$ cat config.mk
export PLATFORM = sky130hd
export DESIGN_NAME = uart_tx_arbiter
export DESIGN_NICKNAME = d
export VERILOG_FILES = /design/src/rtl/uart_arb_pkg.sv /design/src/rtl/uart_tx_arbiter_rr_pick.sv /design/src/rtl/uart_tx_arbiter.sv
export SDC_FILE = /design/constraint.sdc
export NUM_CORES = 1
export LEC_CHECK = 0
export CAP_MARGIN = 20
export CORE_AREA = 2 2 62 58
export DETAILED_ROUTE_END_ITERATION = 10
export DIE_AREA = 0 0 64 60
export HOLD_SLACK_MARGIN = 0.15
export PLACE_DENSITY = 0.79
export SYNTH_ARGS = -nofsm -noshare
export SYNTH_HDL_FRONTEND = slang
export SYNTH_SLANG_ARGS = --single-unit
$ cat constraint.sdc
create_clock -name clk -period 2.6 [get_ports clk]
set_clock_uncertainty 0.1 [all_clocks]
set_input_delay 0.26 -clock clk [delete_from_list [all_inputs] [get_ports clk]]
set_output_delay 0.26 -clock clk [all_outputs]
set_load 0.03 [all_outputs]
$ cat src/rtl/uart_arb_pkg.sv
// Shared types for the UART TX arbiter: FSM state encoding and grant-id width helper.
package uart_arb_pkg;

    typedef enum logic [1:0] {
        ARB_IDLE = 2'd0,
        ARB_TAG  = 2'd1,
        ARB_PASS = 2'd2
    } arb_state_e;

    function automatic int arb_idw(input int n);
        return (n > 1) ? $clog2(n) : 1;
    endfunction

endpackage

$ cat src/rtl/uart_tx_arbiter_rr_pick.sv
// Round-robin first-set search: lowest-distance set bit at or after ptr, wrapping modulo N.
module rr_pick #(
    parameter int N   = 4,
    parameter int IDW = 2
) (
    input  logic [N-1:0]   req,
    input  logic [IDW-1:0] ptr,
    output logic           any,
    output logic [IDW-1:0] idx
);

    always_comb begin
        any = 1'b0;
        idx = '0;
        for (int i = 0; i < N; i++) begin
            if (!any && req[(int'(ptr) + i) % N]) begin
                any = 1'b1;
                idx = IDW'((int'(ptr) + i) % N);
            end
        end
    end

endmodule

$ cat src/rtl/uart_tx_arbiter.sv
// Round-robin message arbiter feeding one UART TX byte stream from N_REQ requesters.
// Define UART_ARB_TAG_EN to prefix every message with a TAG_BASE+grant_id tag byte.
module uart_tx_arbiter
    import uart_arb_pkg::*;
#(
    parameter int         N_REQ    = 4,
    parameter int         TIMEOUT  = 1024,
`ifdef UART_ARB_TAG_EN
    parameter logic [7:0] TAG_BASE = 8'h30,
`endif
    localparam int        IDW      = arb_idw(N_REQ)
) (
    input  logic               clk,
    input  logic               rst_n,
    input  logic [N_REQ-1:0]   req_valid,
    input  logic [N_REQ*8-1:0] req_data,
    input  logic [N_REQ-1:0]   req_last,
    output logic [N_REQ-1:0]   req_ready,
    output logic               tx_valid,
    output logic [7:0]         tx_data,
    input  logic               tx_ready,
    output logic [IDW-1:0]     grant_id,
    output logic               busy
);

    localparam int            CW      = $clog2(TIMEOUT);
    localparam logic [CW-1:0] CNT_MAX = CW'(TIMEOUT - 1);

    arb_state_e     state_q, state_d;
    logic [IDW-1:0] ptr_q, ptr_d;
    logic [IDW-1:0] grant_q, grant_d;
    logic [CW-1:0]  cnt_q, cnt_d;
    logic           pick_any;
    logic [IDW-1:0] pick_idx;
    logic [IDW-1:0] ptr_next;

    rr_pick #(.N(N_REQ), .IDW(IDW)) u_pick (
        .req (req_valid),
        .ptr (ptr_q),
        .any (pick_any),
        .idx (pick_idx)
    );

    // Pointer after releasing the current owner: the next requester gets top priority.
    assign ptr_next = (grant_q == IDW'(N_REQ - 1)) ? '0 : grant_q + 1'b1;

    always_ff @(posedge clk or negedge rst_n) begin
        if (!rst_n) begin
            state_q <= ARB_IDLE;
            ptr_q   <= '0;
            grant_q <= '0;
            cnt_q   <= '0;
        end else begin
            state_q <= state_d;
            ptr_q   <= ptr_d;
            grant_q <= grant_d;
            cnt_q   <= cnt_d;
        end
    end

    always_comb begin
        state_d   = state_q;
        ptr_d     = ptr_q;
        grant_d   = grant_q;
        cnt_d     = cnt_q;
        tx_valid  = 1'b0;
        tx_data   = 8'h00;
        req_ready = '0;
        case (state_q)
            ARB_IDLE: begin
                if (pick_any) begin
                    grant_d = pick_idx;
                    cnt_d   = '0;
`ifdef UART_ARB_TAG_EN
                    state_d = ARB_TAG;
`else
                    state_d = ARB_PASS;
`endif
                end
            end
`ifdef UART_ARB_TAG_EN
            ARB_TAG: begin
                tx_valid = 1'b1;
                tx_data  = TAG_BASE + 8'(grant_q);
                if (tx_ready) begin
                    cnt_d   = '0;
                    state_d = ARB_PASS;
                end
            end
`endif
            ARB_PASS: begin
                tx_valid           = req_valid[grant_q];
                tx_data            = req_data[8*grant_q +: 8];
                req_ready[grant_q] = tx_ready;
                if (req_valid[grant_q]) begin
                    // Stalled bytes hold the idle count; only a real transfer clears it.
                    if (tx_ready) begin
                        cnt_d = '0;
                        if (req_last[grant_q]) begin
                            ptr_d   = ptr_next;
                            state_d = ARB_IDLE;
                        end
                    end
                end else if (cnt_q == CNT_MAX) begin
                    ptr_d   = ptr_next;
                    state_d = ARB_IDLE;
                end else begin
                    cnt_d = cnt_q + 1'b1;
                end
            end
            default: state_d = ARB_IDLE;
        endcase
    end

    assign grant_id = grant_q;
    assign busy     = (state_q != ARB_IDLE);

endmodule

-- Word-level counts from Yosys, hierarchy flattened
Cells that the tools add are included.
- $add $sub $neg: 5
- magnitude comparators: 6
- eq/ne operators: 10
- shift operators: 1
- muxes and demuxes: 44
- bitwise logic cells: 4
- reduce and logical (&&, ||, !) cells: 18
- operators by type and width (operator ; number):
    $mux 10 ; 4
    $shiftx 32x6->8 ; 1
    $mux 2 ; 14
    $pmux 10 s2 ; 1
    $mux 1 ; 15
    $bmux 1 s2 ; 6
    $lt 3x4->1 const B ; 3
    $ne 3x3->1 const B ; 4
    $reduce_and 4->1 ; 3
    $add 10x1->10 const B ; 1
    $eq 10x10->1 const B ; 1
    $mux 8 ; 1
    $lt 2x3->1 const B ; 2
    $reduce_bool 2->1 ; 3
    $reduce_or 2->1 ; 3
    $add 2x1->2 const B ; 2
    $add 2x2->2 const B ; 2
    $and 4x4->4 ; 1
    $eq 2x2->1 const B ; 2
    $logic_and 1x1->1 ; 4
    $mux 4 ; 1
    $ne 2x2->1 const B ; 2
    $pmux 2 s2 ; 1
    $and 1x1->1 const A ; 3
    other kinds (6) ; 8
- flip-flop bits (word level): 16
- input port bits: 43
- output and inout port bits: 16
- word-level logic and storage cells: 92

-- Longest topological paths before layout
- depth in word-level cells: 16
- depth in mapped cells: 6
- mapped depth without buffers: 5

-- Hierarchy
A second synthesis with hierarchy kept.
- cell total of the unflattened synthesis: 128
- area, all modules: 1260.0 um^2
- by module, submodules not included (module ; times used ; cells an instance ; area each (um^2) ; sequential area each (um^2)):
    uart_tx_arbiter ; 1 ; 113 ; 1182.4 ; 375.4
    rr_pick ; 1 ; 15 ; 77.6 ; 0.0

-- Least setup slack after synthesis
OpenSTA, ideal clock, no wires.
- path kind: reg2reg
- from: register grant_q[0] (netlist: grant_id[0])
- to: register ptr_q[0]
- setup time: 128 ps
- arrival: 2320 ps
- data required time: 2372 ps
- path slack: 53 ps
- stages on the path, launching flop included: 6
- buffers on the path: 1
- period minus slack after synthesis: 2547 ps
- cell sequence: dfrtp_1 -> buf_6 -> mux4_2 -> or4_1 -> a21oi_2 -> mux2_1
- word-level cells in the longest chain between the ends: 5
- elaborated cells between the ends (all ways): 15
- those cells by class: add/sub: 1; eq/ne: 3; mux: 9; reduce/logical: 2
- RTL lines (what ; RTL line ; RTL):
    start: declaration ; uart_tx_arbiter.sv:31 ; logic [IDW-1:0] grant_q, grant_d;
    start signal: assignment ; uart_tx_arbiter.sv:56 ; grant_q <= grant_d;
    $add 2x1->2 / $eq 2x2->1 (equally long branches) ; uart_tx_arbiter.sv:45 ; assign ptr_next = (grant_q == IDW'(N_REQ - 1)) ? '0 : grant_q + 1'b1;
    $mux 2 ; uart_tx_arbiter.sv:45 ;
    $mux 2 ; uart_tx_arbiter.sv:99 ; if (req_last[grant_q]) begin
    $mux 2 ; uart_tx_arbiter.sv:97 ; if (tx_ready) begin
    $mux 2 ; uart_tx_arbiter.sv:95 ; if (req_valid[grant_q]) begin
    end signal: assignment ; uart_tx_arbiter.sv:55 ; ptr_q <= ptr_d;
    end: declaration ; uart_tx_arbiter.sv:30 ; logic [IDW-1:0] ptr_q, ptr_d;
Several ways; a longest one is shown, not always the timed one. The select of a mux whose other input is x is not followed.
A chain may end at the register's enable or synchronous reset.

-- Final worst setup path
- from: register grant_q[0] (netlist: grant_id[0])
- to: output port tx_data[6]
- word-level cells in the longest chain between the ends: 2
- RTL lines (what ; RTL line ; RTL):
    $shiftx 32x6->8 ; uart_tx_arbiter.sv:93 ; tx_data = req_data[8*grant_q +: 8];
    $mux 8 ; uart_tx_arbiter.sv:69 ; case (state_q)
    end: declaration ; uart_tx_arbiter.sv:20 ; output logic [7:0] tx_data,
Every way passes these cells.

==> impl_metrics.py <==
metrics = {
    "die": {
        "die_area_sq_um": 3840,
        "start_util": 0.385,
        "core-area_sq_um": 3230,
        "ioPinCount": 59,
        "die_h_um": 60,
        "die_w_um": 64,
        "placementRows": 20,
    },
    "sta": {
        "setup_violations": 0,
        "max_freq_ghz": 0.396,
        "relSlewSlack": 0.544,
        "final_hold_viol_count": 0,
        "slew_violations": 0,
        "period_minus_slack_ns": 2.52,
        "tns_ns": 0,
        "holdWs_ns": 0.271,
        "period_share": 0.971,
        "rsz0062_at_grt": "false",
        "worstMarginPinSlew_ns": 0.680,
    },
    "worst_setup_path": {
        "cp-start-kind": "register",
        "critPathMaxFanout": 17,
        "cp_top_family": "buffers and inverters",
        "crit_slowest_cell": "clkdlybuf4s50_1",
        "worst_ep_required_time_ns": 2.24,
        "crit_path_end_kind": "output port",
        "cp.depth": 4,
        "worst-setup-path-type": "register to output port",
        "crit_arrival_ns": 2.16,
        "ff2ff_path_depth": 4,
        "worstPathCellList": "buf_6, mux4_2, and2_1, clkdlybuf4s50_1",
        "critPathBufInv": 2,
        "critPathMaxStageDelay_ns": 0.59,
    },
    "clock_network": {
        "post_cts_buffers": 0,
        "clkLatencyLatePin_ns": 0.29,
        "clkSlewWorstSetupHoldPaths_ns": 0.09,
        "hold_buffers": 0,
        "cts_sinks": 15,
        "cts_tree": "built",
        "cts_repair_resize_count": 4,
        "clock_path_buffers": 2,
        "clockRootBuffer": "clkbuf_4",
        "cts_buffers": 3,
        "cts-htree-levels": 1,
    },
    "worst_hold_path": {
        "hp-class": "input port to asynchronous set/reset pin",
    },
    "global_route": {
        "antenna_found_initial": 0,
        "grt_usage": 0.194,
        "gr-total-overflow": 0,
        "met1_usage": 0.241,
        "grt_start_max_net_pins": 18,
        "grtUsageMet3": 0.0433,
        "grt_busiest_layer": "met2",
        "use_met2": 0.338,
        "grt_pass1_vias": 1266,
        "grt_pass1_wl_mm": 5.81,
    },
    "yosys": {
        "netlist_area_sq_um": 1240,
        "syn_inst": 128,
        "synth_area_per_cell_sq_um": 9.72,
        "synthMuxAreaShare": 0.232,
        "ys_types": 36,
        "ys_top_cells_by_area": "dfrtp_1, mux4_2, ha_1, and2_1, a31oi_1",
        "yosys.area.top_type_share": 0.302,
        "synth_edf_count": 0,
        "synth_seq_area_share": 0.302,
        "ys_warn_count": 0,
        "async_reset_ff_frac": 1.00,
        "synth_simple_gate_area_frac": 0.210,
        "synth-seq-cells": 15,
        "syn-num-nets": 176,
        "synth_most_common_cell": "dfrtp_1",
        "synthAdderAreaFrac": 0.0503,
        "synth_compound_area_frac": 0.166,
        "synthFlopType": "dfrtp_1",
        "synth.largest_area_cell": "dfrtp_1",
        "synth-xor-area-share": 0,
        "synth_common_cells": "dfrtp_1, nand2_1, mux4_2",
        "synth_top_family_by_area": "multiplexers",
    },
    "power_and_ir_drop": {
        "power_mw": 1.79,
        "p_per_area_nw_per_um2": 913,
        "ir_drop_uv": 452,
        "p_leak_nw": 0.829,
    },
    "status": {
        "status": "finished, final reports clean",
    },
    "route": {
        "first_pass_iters": 5,
        "ant_nets": 0,
        "drc_errors": 0,
        "wire_per_inst_um": 15.2,
        "vias": 1333,
        "viasPerCell": 5.58,
        "wirelength_mm": 3.63,
        "drt_first_iter_violations": 66,
    },
    "place": {
        "place_area_sq_um": 1930,
        "dp_hpwl_mm": 2.83,
        "io_buffers": 58,
        "place.gp.congestion": 0.797,
    },
    "finish": {
        "nets": 244,
        "antennaDiodeCount": 0,
        "syn_to_final_growth_pct": 58.1,
        "drive_gt1_frac": 0.149,
        "postLayoutCellArea_sq_um": 1970,
    },
    "job": {
        "maxCapViolCount": 0,
    },
}
[where the power goes]
group	leakage, nW	switching, mW	total (mW)	internal [mW]
clock	0.0177	0.0746	0.132	0.0572
combinational	0.615	0.672	1.28	0.609
sequential	0.197	0.0888	0.381	0.293
[state kept, by name (all words and copies together) (netlist names)]
| name | flops |
|---|---|
| grant_id | 2 |
| cnt_q | 10 |
| state_q | 1 |
| ptr_q | 2 |
[final cells by class]
type / count / area (sq um)
fill: 267 / 1260
multi-input combinational: 102 / 820
timing repair buffer: 69 / 671
sequential: 15 / 375
tap: 44 / 55.1
clock buffer: 3 / 22.5
inverter: 5 / 18.8
clock inverter: 1 / 5.00
[metal layers]
layer | vias up | routed length (um)
met3 | 4 | 255
met4 | 0 | 20
li1 | 623 | -
met2 | 67 | 1760
met5 | - | 0
met1 | 639 | 1600
[worst register-to-register path: cells and delay by family, from the launching register on]
| kind | cells | cell delay [ns] |
|---|---|---|
| simple gates | 1 | 0.55 |
| compound gates | 1 | 0.20 |
| mux | 2 | 0.88 |
| flops | 1 | 0.39 |
[worst paths after layout]
| kind | startpoint | slack, ns | endpoint |
|---|---|---|---|
| max | grant_id[0] | 0.08 | tx_data[6] |
| min | rst_n | 0.27 | cnt_q[6] |
| max reg2reg | grant_id[0] | 0.37 | ptr_q[0] |
| min reg2reg | cnt_q[9] | 0.41 | cnt_q[9] |
| max in group asynchronous | rst_n | 1.70 | grant_id[1] |
| min in group clk | cnt_q[9] | 0.41 | cnt_q[9] |
[metrics by stage]
| step | worst slack [ns] | util | instances |
|---|---|---|---|
| after floorplan | 0.0527 | - | 128 |
| after global placement | 0.149 | 0.598 | 235 |
| after detailed placement | 0.0785 | 0.598 | 235 |
| after CTS | 0.0434 | 0.607 | 239 |
| after global routing | 0.00105 | 0.609 | 239 |
| final | 0.0758 | 0.609 | 239 |
[cell usage in the layout, fill, tap and decap left out, types with 2 or more instances in the layout]
| cell type | synthesis | routed |
|---|---|---|
| and3_1 | 5 | 5 |
| mux2i_1 | 3 | 3 |
| nor3_1 | 2 | 2 |
| mux4_2 | 10 | 10 |
| dlygate4sd2_1 | 0 | 3 |
| a31oi_1 | 7 | 7 |
| nand2b_1 | 4 | 4 |
| ha_1 | 5 | 5 |
| a21oi_1 | 6 | 6 |
| clkdlybuf4s50_1 | 0 | 52 |
| dfrtp_1 | 15 | 15 |
| nand3_1 | 3 | 3 |
| and2_1 | 9 | 9 |
| o21ai_0 | 8 | 8 |
| clkbuf_4 | 0 | 3 |
| inv_1 | 5 | 5 |
| nand2_1 | 11 | 11 |
| nor2_1 | 8 | 8 |
| buf_4 | 0 | 10 |
| nor2b_1 | 2 | 2 |
| mux2_1 | 2 | 2 |
| dlymetal6s2s_1 | 0 | 3 |
[cell families (layout without fill, tap and decap cells)]
logic type | count (synthesis) | after routing
simple gates | 49 | 49
compound gates | 32 | 32
mux | 16 | 16
flops | 15 | 15
buf+inv | 11 | 78
fa+ha+maj | 5 | 5
No activity file was read; power rests on OpenSTA's default activity.
